`src/rtl/cotm_pkg.sv`:
```
// Shared constants, FSM state type and clamp helper for the class-sum accumulator.
package cotm_pkg;

    localparam int CLAUSEN    = 140;
    localparam int NCLASS     = 10;
    localparam int WEIGHT_W   = 9;
    localparam int SUM_W      = 18;
    localparam int WEIGHT_LAT = 3;
    localparam int T_CLIP     = 127;
    localparam int CLASS_W    = $clog2(NCLASS);
    localparam int CLW        = $clog2(CLAUSEN) + 1;
    localparam int CIW        = $clog2(CLAUSEN);
    localparam int DRAIN_W    = $clog2(WEIGHT_LAT) + 1;

    typedef enum logic [1:0] {
        IDLE  = 2'd0,
        ISSUE = 2'd1,
        DRAIN = 2'd2,
        DONE  = 2'd3
    } state_t;

    function automatic logic signed [SUM_W-1:0] clip_sum(input logic signed [SUM_W-1:0] v);
        logic signed [SUM_W-1:0] hi;
        logic signed [SUM_W-1:0] lo;
        hi = SUM_W'(T_CLIP);
        lo = -hi;
        if (v > hi) begin
            clip_sum = hi;
        end else if (v < lo) begin
            clip_sum = lo;
        end else begin
            clip_sum = v;
        end
    endfunction

endpackage

```
`src/rtl/cotm_tag_pipe.sv`:
```
// {valid,fire} shift register that keeps each issued clause tag aligned with its returning weight.
module cotm_tag_pipe #(
    parameter int DEPTH = 3
) (
    input  logic clk,
    input  logic rst_n,
    input  logic push_valid,
    input  logic push_fire,
    output logic out_valid,
    output logic out_fire
);

    logic [DEPTH-1:0] valid_r;
    logic [DEPTH-1:0] fire_r;

    // Shift one stage per clock; DEPTH must be at least 2.
    always_ff @(posedge clk or negedge rst_n) begin
        if (!rst_n) begin
            valid_r <= {DEPTH{1'b0}};
            fire_r  <= {DEPTH{1'b0}};
        end else begin
            valid_r <= {valid_r[DEPTH-2:0], push_valid};
            fire_r  <= {fire_r[DEPTH-2:0], push_fire};
        end
    end

    assign out_valid = valid_r[DEPTH-1];
    assign out_fire  = fire_r[DEPTH-1];

endmodule

```
`src/rtl/class_sum_accumulator.sv`:
```
// Sweeps clause_no over the external weight store, sums fired weights and tracks the best class.
// Build macro CLASS_SUM_CLIP_EN clamps class_sum and the compare value to +/-T_CLIP.
module class_sum_accumulator
    import cotm_pkg::*;
(
    input  logic                       clk,
    input  logic                       rst_n,
    input  logic                       start,
    input  logic                       first_class,
    input  logic [CLASS_W-1:0]         class_id,
    input  logic [CLW-1:0]             clauses,
    input  logic [CLAUSEN-1:0]         clause_out,
    output logic [CLW-1:0]             clause_no,
    input  logic signed [WEIGHT_W-1:0] weight,
    output logic                       busy,
    output logic                       done,
    output logic signed [SUM_W-1:0]    class_sum,
    output logic [CLASS_W-1:0]         best_class,
    output logic signed [SUM_W-1:0]    best_sum
);

    state_t                  state_r;
    state_t                  state_s;
    logic                    first_class_r;
    logic [CLASS_W-1:0]      class_id_r;
    logic [CLW-1:0]          clauses_r;
    logic [CLAUSEN-1:0]      clause_out_r;
    logic signed [SUM_W-1:0] acc_r;
    logic signed [SUM_W-1:0] sum_new_s;
    logic signed [SUM_W-1:0] weight_ext_s;
    logic [DRAIN_W-1:0]      drain_cnt_r;
    logic                    push_valid_s;
    logic                    push_fire_s;
    logic                    tag_valid_s;
    logic                    tag_fire_s;
    logic                    last_issue_s;

    assign last_issue_s = (clause_no == (clauses_r - CLW'(1)));

    // Next-state and tag-push decode.
    always_comb begin
        state_s      = state_r;
        push_valid_s = 1'b0;
        push_fire_s  = 1'b0;
        case (state_r)
            IDLE: begin
                if (start) begin
                    if (clauses == {CLW{1'b0}}) begin
                        state_s = DRAIN;
                    end else begin
                        state_s = ISSUE;
                    end
                end else begin
                    state_s = IDLE;
                end
            end
            ISSUE: begin
                push_valid_s = 1'b1;
                push_fire_s  = clause_out_r[clause_no[CIW-1:0]];
                if (last_issue_s) begin
                    state_s = DRAIN;
                end else begin
                    state_s = ISSUE;
                end
            end
            DRAIN: begin
                if (drain_cnt_r == {DRAIN_W{1'b0}}) begin
                    state_s = DONE;
                end else begin
                    state_s = DRAIN;
                end
            end
            DONE:    state_s = IDLE;
            default: state_s = IDLE;
        endcase
    end

    // Sign extension of the incoming weight and the value published at DONE.
    always_comb begin
        weight_ext_s = {{(SUM_W-WEIGHT_W){weight[WEIGHT_W-1]}}, weight};
`ifdef CLASS_SUM_CLIP_EN
        sum_new_s    = clip_sum(acc_r);
`else
        sum_new_s    = acc_r;
`endif
    end

    // State register.
    always_ff @(posedge clk or negedge rst_n) begin
        if (!rst_n) begin
            state_r <= IDLE;
        end else begin
            state_r <= state_s;
        end
    end

    // Drain countdown: preloaded outside DRAIN so DRAIN lasts exactly WEIGHT_LAT cycles.
    always_ff @(posedge clk or negedge rst_n) begin
        if (!rst_n) begin
            drain_cnt_r <= DRAIN_W'(WEIGHT_LAT - 1);
        end else if (state_r != DRAIN) begin
            drain_cnt_r <= DRAIN_W'(WEIGHT_LAT - 1);
        end else if (drain_cnt_r != {DRAIN_W{1'b0}}) begin
            drain_cnt_r <= drain_cnt_r - DRAIN_W'(1);
        end
    end

    // Accumulator: cleared while idle, adds weights whose tag says the clause fired.
    always_ff @(posedge clk or negedge rst_n) begin
        if (!rst_n) begin
            acc_r <= {SUM_W{1'b0}};
        end else if (state_r == IDLE) begin
            acc_r <= {SUM_W{1'b0}};
        end else if (tag_valid_s && tag_fire_s) begin
            acc_r <= acc_r + weight_ext_s;
        end
    end

    // Request latch, address counter, handshake and argmax outputs.
    always_ff @(posedge clk or negedge rst_n) begin
        if (!rst_n) begin
            first_class_r <= 1'b0;
            class_id_r    <= {CLASS_W{1'b0}};
            clauses_r     <= {CLW{1'b0}};
            clause_out_r  <= {CLAUSEN{1'b0}};
            clause_no     <= {CLW{1'b0}};
            busy          <= 1'b0;
            done          <= 1'b0;
            class_sum     <= {SUM_W{1'b0}};
            best_class    <= {CLASS_W{1'b0}};
            best_sum      <= {SUM_W{1'b0}};
        end else begin
            done <= 1'b0;
            case (state_r)
                IDLE: begin
                    clause_no <= {CLW{1'b0}};
                    if (start) begin
                        first_class_r <= first_class;
                        class_id_r    <= class_id;
                        clauses_r     <= (clauses > CLW'(CLAUSEN)) ? CLW'(CLAUSEN) : clauses;
                        clause_out_r  <= clause_out;
                        busy          <= 1'b1;
                    end
                end
                ISSUE: begin
                    if (last_issue_s) begin
                        clause_no <= {CLW{1'b0}};
                    end else begin
                        clause_no <= clause_no + CLW'(1);
                    end
                end
                DONE: begin
                    class_sum <= sum_new_s;
                    done      <= 1'b1;
                    busy      <= 1'b0;
                    // Strict greater-than so a tie keeps the earlier class.
                    if (first_class_r || (sum_new_s > best_sum)) begin
                        best_sum   <= sum_new_s;
                        best_class <= class_id_r;
                    end
                end
                default: begin
                    clause_no <= {CLW{1'b0}};
                end
            endcase
        end
    end

    cotm_tag_pipe #(
        .DEPTH (WEIGHT_LAT)
    ) u_tag_pipe (
        .clk        (clk),
        .rst_n      (rst_n),
        .push_valid (push_valid_s),
        .push_fire  (push_fire_s),
        .out_valid  (tag_valid_s),
        .out_fire   (tag_fire_s)
    );

endmodule
```
`config.mk`:
```
export PLATFORM = sky130hd
export DESIGN_NAME = class_sum_accumulator
export DESIGN_NICKNAME = d
export VERILOG_FILES = /design/src/rtl/cotm_pkg.sv /design/src/rtl/cotm_tag_pipe.sv /design/src/rtl/class_sum_accumulator.sv
export SDC_FILE = /design/constraint.sdc
export NUM_CORES = 1
export LEC_CHECK = 0
export CAP_MARGIN = 20
export CORE_ASPECT_RATIO = 0.6
export CORE_MARGIN = 8
export CORE_UTILIZATION = 57
export CTS_CLUSTER_DIAMETER = 100
export DETAILED_ROUTE_END_ITERATION = 10
export GPL_TIMING_DRIVEN = 0
export MAX_ROUTING_LAYER = met4
export PLACE_DENSITY = 0.86
export SLEW_MARGIN = 25
export SYNTH_ARGS = -nofsm -noshare
export SYNTH_HDL_FRONTEND = slang
export SYNTH_SLANG_ARGS = --single-unit
```
`constraint.sdc`:
```
create_clock -name clk -period 5.7 [get_ports clk]
set_clock_uncertainty 0.1 [all_clocks]
set_input_delay 1.14 -clock clk [delete_from_list [all_inputs] [get_ports clk]]
set_output_delay 1.14 -clock clk [all_outputs]
set_load 0.03 [all_outputs]
```
* Word level (Yosys, flattened, before mapping)
Cells that the tools add are included.
Cells by class: $add $sub $neg 4, $lt $le $gt $ge 3, equal/unequal tests 6, multiplexer cells 19, reductions and logical operators 12
Operators by type and width (number):
- 2-to-1 mux 18 bit | 2
- adder 18 x 9 -> 18 bit | 1
- > comparator 18 bit | 1
- 2-to-1 mux 9 bit | 2
- one-hot mux 9 bit (2 select lines) | 1
- adder 9 x 1 -> 9 bit, second input constant | 1
- == test 9 bit | 1
- > comparator 9 x 8 -> 1 bit, second input constant | 1
- zero test 9 bit | 1
- less-than comparator 8 x 9 -> 1 bit, second input constant | 1
- subtractor 9 x 1 -> 9 bit, second input constant | 1
- binary-select mux 1 bit (select 8 bit) | 1
- one-hot mux 2 bit (4 select lines) | 1
- 2-to-1 mux 1 bit | 6
- 2-to-1 mux 2 bit | 3
- 2-to-1 mux 3 bit | 2
- AND reduction 2 bit | 3
- nonzero test 2 bit | 3
- == test 2 bit, second input constant | 2
- != test 2 bit, second input constant | 2
- zero test 3 bit | 1
- nonzero test 3 bit | 1
- subtractor 3 x 1 -> 3 bit, second input constant | 1
- == test 2 x 1 -> 1 bit, second input constant | 1
- 4 further kinds | 4
Word-level totals: bits in registers 234, bits of input ports 166, output and inout port bits 51, logic and storage cells 59

* Logic depth before layout (Yosys ltp)
Gate-level depths: netlist (run 1).
depth after elaboration 4, gate-level depth with buffers 10, gate-level depth less buffers 10

* Modules after synthesis
From an unflattened synthesis (run 1), not the netlist that was laid out.
Second synthesis, totals: cells, all modules 1271, area total of the unflattened synthesis 11760.0 sq um
Modules (own cells, without submodules):
- class_sum_accumulator | times used 1, cells each 1265, area an instance 11609.9 sq um, sequential area each 5706.7 sq um
- cotm_tag_pipe | times used 1, cells each 6, area an instance 150.1 sq um, sequential area each 150.1 sq um

* Worst setup path before layout (run 1)
Ideal clock, no wire load.
path kind input-to-reg, from input weight[0], to register acc_r[14], library setup time 0.128 ns, data arrival time 2.844 ns, required time 5.472 ns, slack 2.628 ns, stages 10, buffers on the path 0, cell sequence ha_1 > inv_1 > fa_1 > nor2b_1 > o31a_1 > o311ai_2 > a31oi_1 > a31oi_1 > mux2i_1 > nand3_1
Between the ends: cells in the longest elaborated chain, start to end 3
Ends and longest elaborated chain:
- from (decl) | line class_sum_accumulator.sv:14 | input logic signed [WEIGHT_W-1:0] weight,
- adder 18 x 9 -> 18 bit | line class_sum_accumulator.sv:115 | acc_r <= acc_r + weight_ext_s;
- 2-to-1 mux 18 bit | line class_sum_accumulator.sv:114 | end else if (tag_valid_s && tag_fire_s) begin
- 2-to-1 mux 18 bit | line class_sum_accumulator.sv:112 | end else if (state_r == IDLE) begin
- to (signal assigned) | line class_sum_accumulator.sv:111 | acc_r <= {SUM_W{1'b0}};
- to (signal assigned) | line class_sum_accumulator.sv:113 | acc_r <= {SUM_W{1'b0}};
- to (signal assigned) | line class_sum_accumulator.sv:115
- to (decl) | line class_sum_accumulator.sv:28 | logic signed [SUM_W-1:0] acc_r;
No other way between the ends. The select of a mux whose other input is x is not followed. A chain may end at the register's enable or synchronous reset.

* Final worst setup path (run 1)
Same ends and word-level chain as after synthesis.

==> results of run 1 <==
-- stage by stage --
stage	hold slack, ns	total power, mW	instances	TNS, ns	worst slack [ns]
2_1_floorplan	0.231	5.20	1273	0	2.63
3_3_place_gp	0.234	6.28	1768	-1471.55	-6.33
3_5_place_dp	0.237	6.44	1770	0	1.77
4_1_cts	0.250	8.03	1809	0	2.30
5_1_grt	0.254	8.56	1813	0	2.10
6_report	0.248	8.06	1813	0	2.24
-- power breakdown --
part	switching (mW)	internal (mW)	total, mW	leakage [nW]
clock network	0.639	0.899	1.54	0.377
registers	0.493	2.37	2.86	2.92
logic	2.06	1.59	3.66	3.92
total	3.19	4.86	8.06	7.22
-- cells in the mapped netlist (3+ instances only) --
cell,number
a211o_1,3
a211oi_1,9
a21o_1,11
a21oi_1,39
a22o_1,3
a22oi_1,17
a31oi_1,6
and2_1,8
and3_1,5
buf_1,3
buf_2,15
buf_4,3
buf_6,6
clkbuf_1,39
dfrtp_1,233
ha_1,39
inv_1,35
mux2_4,19
mux2i_1,20
mux4_2,27
nand2_1,528
nand2b_1,8
nand3_1,22
nand3b_1,4
nand4_1,9
nand4b_1,3
nor2_1,35
nor2b_1,12
nor3_1,8
nor3b_1,4
o21ai_0,27
o21ai_1,3
o31ai_1,3
or2_2,3
xnor2_1,6
xor2_1,13
-- cell families (layout without fill, tap and decap cells) --
kind of cell | Yosys count | in the layout | synth area share [%]
simple gates | 662 | 662 | 23.1
flops | 234 | 234 | 49.4
compound gates | 147 | 147 | 8.46
buf+inv | 103 | 360 | 4.00
mux | 68 | 68 | 9.41
fa+ha+maj | 40 | 40 | 4.28
xor+xnor | 19 | 19 | 1.40
other cells | 0 | 4 | 0
-- layer usage --
layer | vias up | GRT usage [%] | share of wire [%]
met5 | - | - | 0
met4 | 0 | 6.03 | 2.1
met3 | 69 | 8.20 | 11
met2 | 494 | 40.0 | 43
met1 | 5012 | 39.1 | 44
li1 | 4736 | - | -
-- flip-flops by register name (all words and copies together), names as in the netlist, 2 cells and up --
name and count:
clauses_r 9, u_tag_pipe.valid_r 3, best_sum 18, clause_no 9, u_tag_pipe.fire_r 3, state_r 2, drain_cnt_r 3, acc_r 18
class_sum 18, class_id_r 4, best_class 4, clause_out_r 140
-- worst max-delay path, delay by kind of cell --
family / cells / cell delay, ns
compound gates: 4 / 0.95
fa+ha+maj: 2 / 0.59
buf+inv: 2 / 0.53
simple gates: 2 / 0.31
mux: 1 / 0.20
-- area by class of cell --
class	count	share of cell area, %
Sequential cell	234	38.5
Multi-Input combinational cell	936	36.4
Timing Repair Buffer	218	14.6
Clock buffer	34	4.65
Tap cell	279	2.30
Buffer	68	2.25
Inverter	35	0.864
Clock inverter	5	0.370
Antenna cell	4	0.0658
-- layout by cell type, fill, tap and decap left out, types with 8 or more instances in the layout --
cell and instances:
nor2b_1 12, nand4_1 9, clkbuf_8 9, buf_2 15, a22oi_1 17, ha_1 39, xor2_1 13, o21ai_0 27
nor2_1 35, a211oi_1 9, and2_1 8, clkbuf_16 23, clkbuf_1 41, nor3_1 8, mux4_2 27, nand3_1 22
dfrtp_1 233, a21o_1 11, inv_1 35, a21oi_1 39, mux2i_1 20, clkdlybuf4s50_1 215, nand2b_1 8, mux2_4 19
nand2_1 528
-- worst max-delay path by stage --
stage | start | to
final | weight[0] | acc_r[14]$_DFFE_PN0P_
after global routing | weight[0] | acc_r[14]$_DFFE_PN0P_
after floorplan | weight[0] | acc_r[14]$_DFFE_PN0P_
after CTS | weight[0] | acc_r[14]$_DFFE_PN0P_
after detailed placement | weight[0] | acc_r[14]$_DFFE_PN0P_
after global placement | rst_n | clause_out_r[107]$_DFFE_PN0P_
==> metrics.txt, run 1 <==
gr usage total ~28%; starting DRC count in detailed routing ~900; Critical Path RT between 5 and 6 ns; CTS resizes 0; depth of the CTS H-tree 1; cts bufs inserted 22; Cell Area, Synth approximately 12000 um^2; WL final roughly 35 mm; sequential area share after synthesis between 40% and 50%; status finished, final reports clean; post-synth cell types 71; EDFF count, synth 0; routed len/inst 19.5 um; Worst R2R Path Depth 10; DRC violations left 0; deepest clock path buffer count 3; yosys synthesis warning count 0; ANT nets after route 0; HP Class reg -> reg; Leak about 7.2 nW; clock sinks between 200 and 250; DRT Pass-1 Iters 5; final setup violation count 0; min cycle time layout ~3.5 ns; register bit total from synthesis 234; Root Buffer clkbuf_16; Setup crit end kind register; DR vias/cell approximately 5.7; Max IR drop VDD roughly 0.00035 V; vias in the first global route roughly 11000; relative slew slack between 40% and 50%; Worst path most repeated cell a31oi_1; RSZ-0062 raised after global routing no; power density over the cells roughly 530 nW/um^2; area grow syn2layout 28.2%; row cnt 41; CP arrival 3.75 ns; Hold Crit Depth 0; CP max FO 4; Post-Synthesis Cells ~1300; CTS tree done; Worst-Skew Late Latency 0.51 ns; DR vias 10300; PortBufs about 220; Slowest-stage cell, CP clkdlybuf4s50_1; design area around 15000 um^2; R2R Path End best_sum[14]$_DFFE_PN0P_; Hold Path End u_tag_pipe.valid_r[2]$_DFF_PN0_; Avg Inst Size Synth around 9.3 um^2; CP Cell Sequence clkdlybuf4s50_1, ha_1, inv_1, fa_1, nor2b_1, o31a_1, o311ai_2, a31oi_1, a31oi_1, mux2i_1, nand3_1; multi-input logic area about 5500 um^2; Nets 1721; Ports approximately 220; Worst setup SP type input port; die width around 200 um; grt total ovfl 0; fillers approximately 1500; Core Util, Final about three quarters; Post-CTS Setup Bufs 0; Initial Util 57.2%; Reg2Reg Setup Slack roughly 2.7 ns; FF-to-FF Start best_sum[17]$_DFFE_PN0P_; worst slew pin tran ~0.8 ns; post-DP HPWL about 26 mm; register area ~6000 um^2; Synthesized Nets around 1500; antenna violations before repair 4; Reg clk slew, reported paths approximately 0.06 ns; core area 20700 um^2; GPL Wtd Cong ~0.9; pin count of the biggest net entering global routing between 90 and 100; period utilization just over 60%; synth top area cells dfrtp_1 (49%), nand2_1 (17%), mux4_2 (5.1%), ha_1 (4.1%), mux2_4 (2.4%); HP Start u_tag_pipe.valid_r[1]$_DFF_PN0_; placed inst area ~14000 um^2; MaxCap Viol Count 0; Die ar. 25800 um^2; Async SR Flop Fraction 100%; Max Transition Viols Final 0; final-report hold violation count 0; share of post-route cells with drive strength above 1 8.50%; cts hold-fix bufs 0; area share of the largest cell type after synthesis around 49%; Top FF cell, synth dfrtp_1; Fmax achieved between 200 and 300 MHz; Setup CP Type in -> reg; area leader, netlist dfrtp_1; first-pass GRT wire length ~56 mm; chip height between 100 and 150 um; max incr delay on CP 0.46 ns
Note: power is estimated with default switching activity, not from simulation.
==> run 2, diff against run 1 <==
--- a/config.mk
+++ b/config.mk
@@ -8,12 +8,12 @@
 export CAP_MARGIN = 20
 export CORE_ASPECT_RATIO = 0.6
 export CORE_MARGIN = 8
-export CORE_UTILIZATION = 57
+export CORE_UTILIZATION = 53
 export CTS_CLUSTER_DIAMETER = 100
 export DETAILED_ROUTE_END_ITERATION = 10
 export GPL_TIMING_DRIVEN = 0
 export MAX_ROUTING_LAYER = met4
-export PLACE_DENSITY = 0.86
+export PLACE_DENSITY = 0.81
 export SLEW_MARGIN = 25
 export SYNTH_ARGS = -nofsm -noshare
 export SYNTH_HDL_FRONTEND = slang
==> constraint.sdc (replaced) <==
create_clock -name clk -period 3.2 [get_ports clk]
set_clock_uncertainty 0.1 [all_clocks]
set_input_delay 0.64 -clock clk [delete_from_list [all_inputs] [get_ports clk]]
set_output_delay 0.64 -clock clk [all_outputs]
set_load 0.03 [all_outputs]
==> run 2 against run 1 <==
Effect of this change:
- count of clock-buffer cells in the layout shrank 2
- global-route usage shrank 1.7 points
- clock power grew 73%
- utilization shrank 4.4 points
- largest cell class unchanged
- register-to-register slack lost 2.5 ns
==> metrics.txt, run 2 (synthesized netlist as in run 1, its figures left out) <==
status finished, final reports clean; DR vias/cell 5.58 (-1.8%); Core Util, Final 68.9% (-4.4 points); final setup violation count 0 (unchanged); Nets 1722 (+0.058%); DR vias 10200 (-1.4%); GRT busiest layer met1; power density over the cells 938 nW/um^2 (+77%); ANT nets after route 0 (unchanged); pin count of the biggest net entering global routing 94 (+3.3%); max incr delay on CP 0.59 ns (+0.13 ns); Worst path most repeated cell a21oi_1; most frequent cells in the layout nand2_1 (528), dfrtp_1 (233), clkdlybuf4s50_1 (215), clkbuf_1 (44); depth of the CTS H-tree 1 (unchanged); relative slew slack 48.4% (+2.7 points); Biggest register clause_out_r; Ports 217 (unchanged); share of post-route cells with drive strength above 1 8.30% (-0.20 points); met1 Use GR 38.6% (-0.48 points); chip height 132 um (+3.2%); Post-CTS Setup Bufs 0 (unchanged); period utilization roughly 95%; Setup CP Type reg -> reg; cts bufs inserted 22 (unchanged); Slowest-stage cell, CP nor2_1; Setup crit end kind register; final-report hold violation count 0 (unchanged); Worst-Skew Late Latency 0.52 ns (about the same); first-pass GRT wire length 56.4 mm (+0.17%); antenna violations before repair 3 (-1); Critical Path RT 3.51 ns (-2.47 ns); multi-input logic area 5530 um^2 (unchanged); met3 global-route usage 6.48% (-1.7 points); CP max FO 10 (+6); die width 209 um (+3.4%); Leak 7.19 nW (-0.39%); gr usage total 26.2% (-1.7 points); met2 Usage GRT 35.9% (-4.1 points); HP Class reg -> reg; min cycle time layout 3.04 ns; Initial Util 53.9% (-3.4 points); Reg clk slew, reported paths 0.07 ns (about the same); WL final 35.3 mm (-0.13%); RSZ-0062 raised after global routing no; clock sinks 234 (unchanged); area grow syn2layout 28.0%; worst slew pin tran 0.771 ns (-0.0431 ns); Max Transition Viols Final 0 (unchanged); DRT Pass-1 Iters 5 (unchanged); Fmax achieved between 300 and 400 MHz; Worst setup SP type register; CP arrival 3.34 ns (-0.41 ns); core area 22000 um^2 (+6.2%); PortBufs 216 (unchanged); GPL Wtd Cong 0.899 (-2.6%); routed len/inst 19.4 um (-0.57%); vias in the first global route 10200 (-4.0%); CP Cell Sequence ha_1, a21oi_1, o21ai_0, nor2b_1, nor3_1, a21oi_1, nor2_1, buf_6, mux2_4; MaxCap Viol Count 0 (unchanged); CTS resizes 0 (unchanged); row cnt 42 (+2.4%); setup_tns 0 ns (unchanged); Root Buffer clkbuf_16; post-DP HPWL 26.6 mm (+1.0%); starting DRC count in detailed routing 1067 (+21%); Die ar. 27600 um^2 (+6.8%); register area 5860 um^2 (unchanged); Max IR drop VDD 0.000482 V (+40%); fillers 1693 (+17%); DRC violations left 0 (unchanged); CTS tree done; grt total ovfl 0 (unchanged); max FFs per register 140 (unchanged); most common cell after layout, fill and taps aside nand2_1; deepest clock path buffer count 3 (unchanged)
run 2: final timing paths:
kind	to	depth (start not counted)	startpoint	slack, ns
worst max-delay path	best_sum[13]$_DFFE_PN0P_	9	acc_r[15]$_DFFE_PN0P_	0.16
worst min-delay path	u_tag_pipe.valid_r[1]$_DFF_PN0_	0	u_tag_pipe.valid_r[0]$_DFF_PN0_	0.25
worst max register to register	best_sum[13]$_DFFE_PN0P_	9	acc_r[15]$_DFFE_PN0P_	0.16
worst min register to register	u_tag_pipe.valid_r[1]$_DFF_PN0_	0	u_tag_pipe.valid_r[0]$_DFF_PN0_	0.25
max in group asynchronous	clause_out_r[91]$_DFFE_PN0P_	3	rst_n	1.64
min in group asynchronous	best_sum[12]$_DFFE_PN0P_	2	rst_n	0.53
run 2: critical path: cells and delay by family, from the launching register on:
family                     cells  cell delay [ns]
and+or+nand+nor                3             0.93
AOI/OAI and AO/OA              3             0.48
DFF                            1             0.45
adders and majority gates      1             0.32
muxes                          1             0.32
buffers and inverters          1             0.30
run 2: area by class of cell:
type,count,area share (%)
clock buffers,32,4.28
plain buffers,68,2.26
well taps,286,2.36
clock inverters,7,0.445
repair buffers,219,14.7
inverters,35,0.866
flip-flops and latches,234,38.6
multi-input cells,936,36.4
diodes,4,0.0660
run 2: repair_timing:
action                                  in CTS  in global routing
endpoints found under the setup margin       0                  0
hold buffers                                 1                  0
endpoints found under the hold margin       50                  0
run 2: report_power, final:
group	total, mW	switching, mW	internal [mW]
logic	6.48	3.64	2.84
clock network	2.67	1.18	1.49
registers	5.09	0.867	4.22
total	14.2	5.68	8.55
run 2: through the flow:
| step | instances | instance area, um^2 | power, mW | hold slack (ns) | setup WS, ns |
|---|---|---|---|---|---|
| after floorplan | 1273 | 11900 | 9.26 | 0.231 | 0.628 |
| after global placement | 1775 | 14400 | 11.2 | 0.235 | -8.43 |
| after detailed placement | 1777 | 14400 | 11.5 | 0.235 | -0.216 |
| after CTS | 1817 | 15200 | 14.2 | 0.249 | 0.257 |
| after global routing | 1820 | 15200 | 15.1 | 0.266 | 0.0881 |
| final | 1821 | 15200 | 14.2 | 0.250 | 0.163 |
run 2: layer usage:
metal	vias to the layer above	routed length, um
li1	4743	-
met1	4933	16900
met2	432	14500
met3	58	3140
met4	0	721
met5	-	0
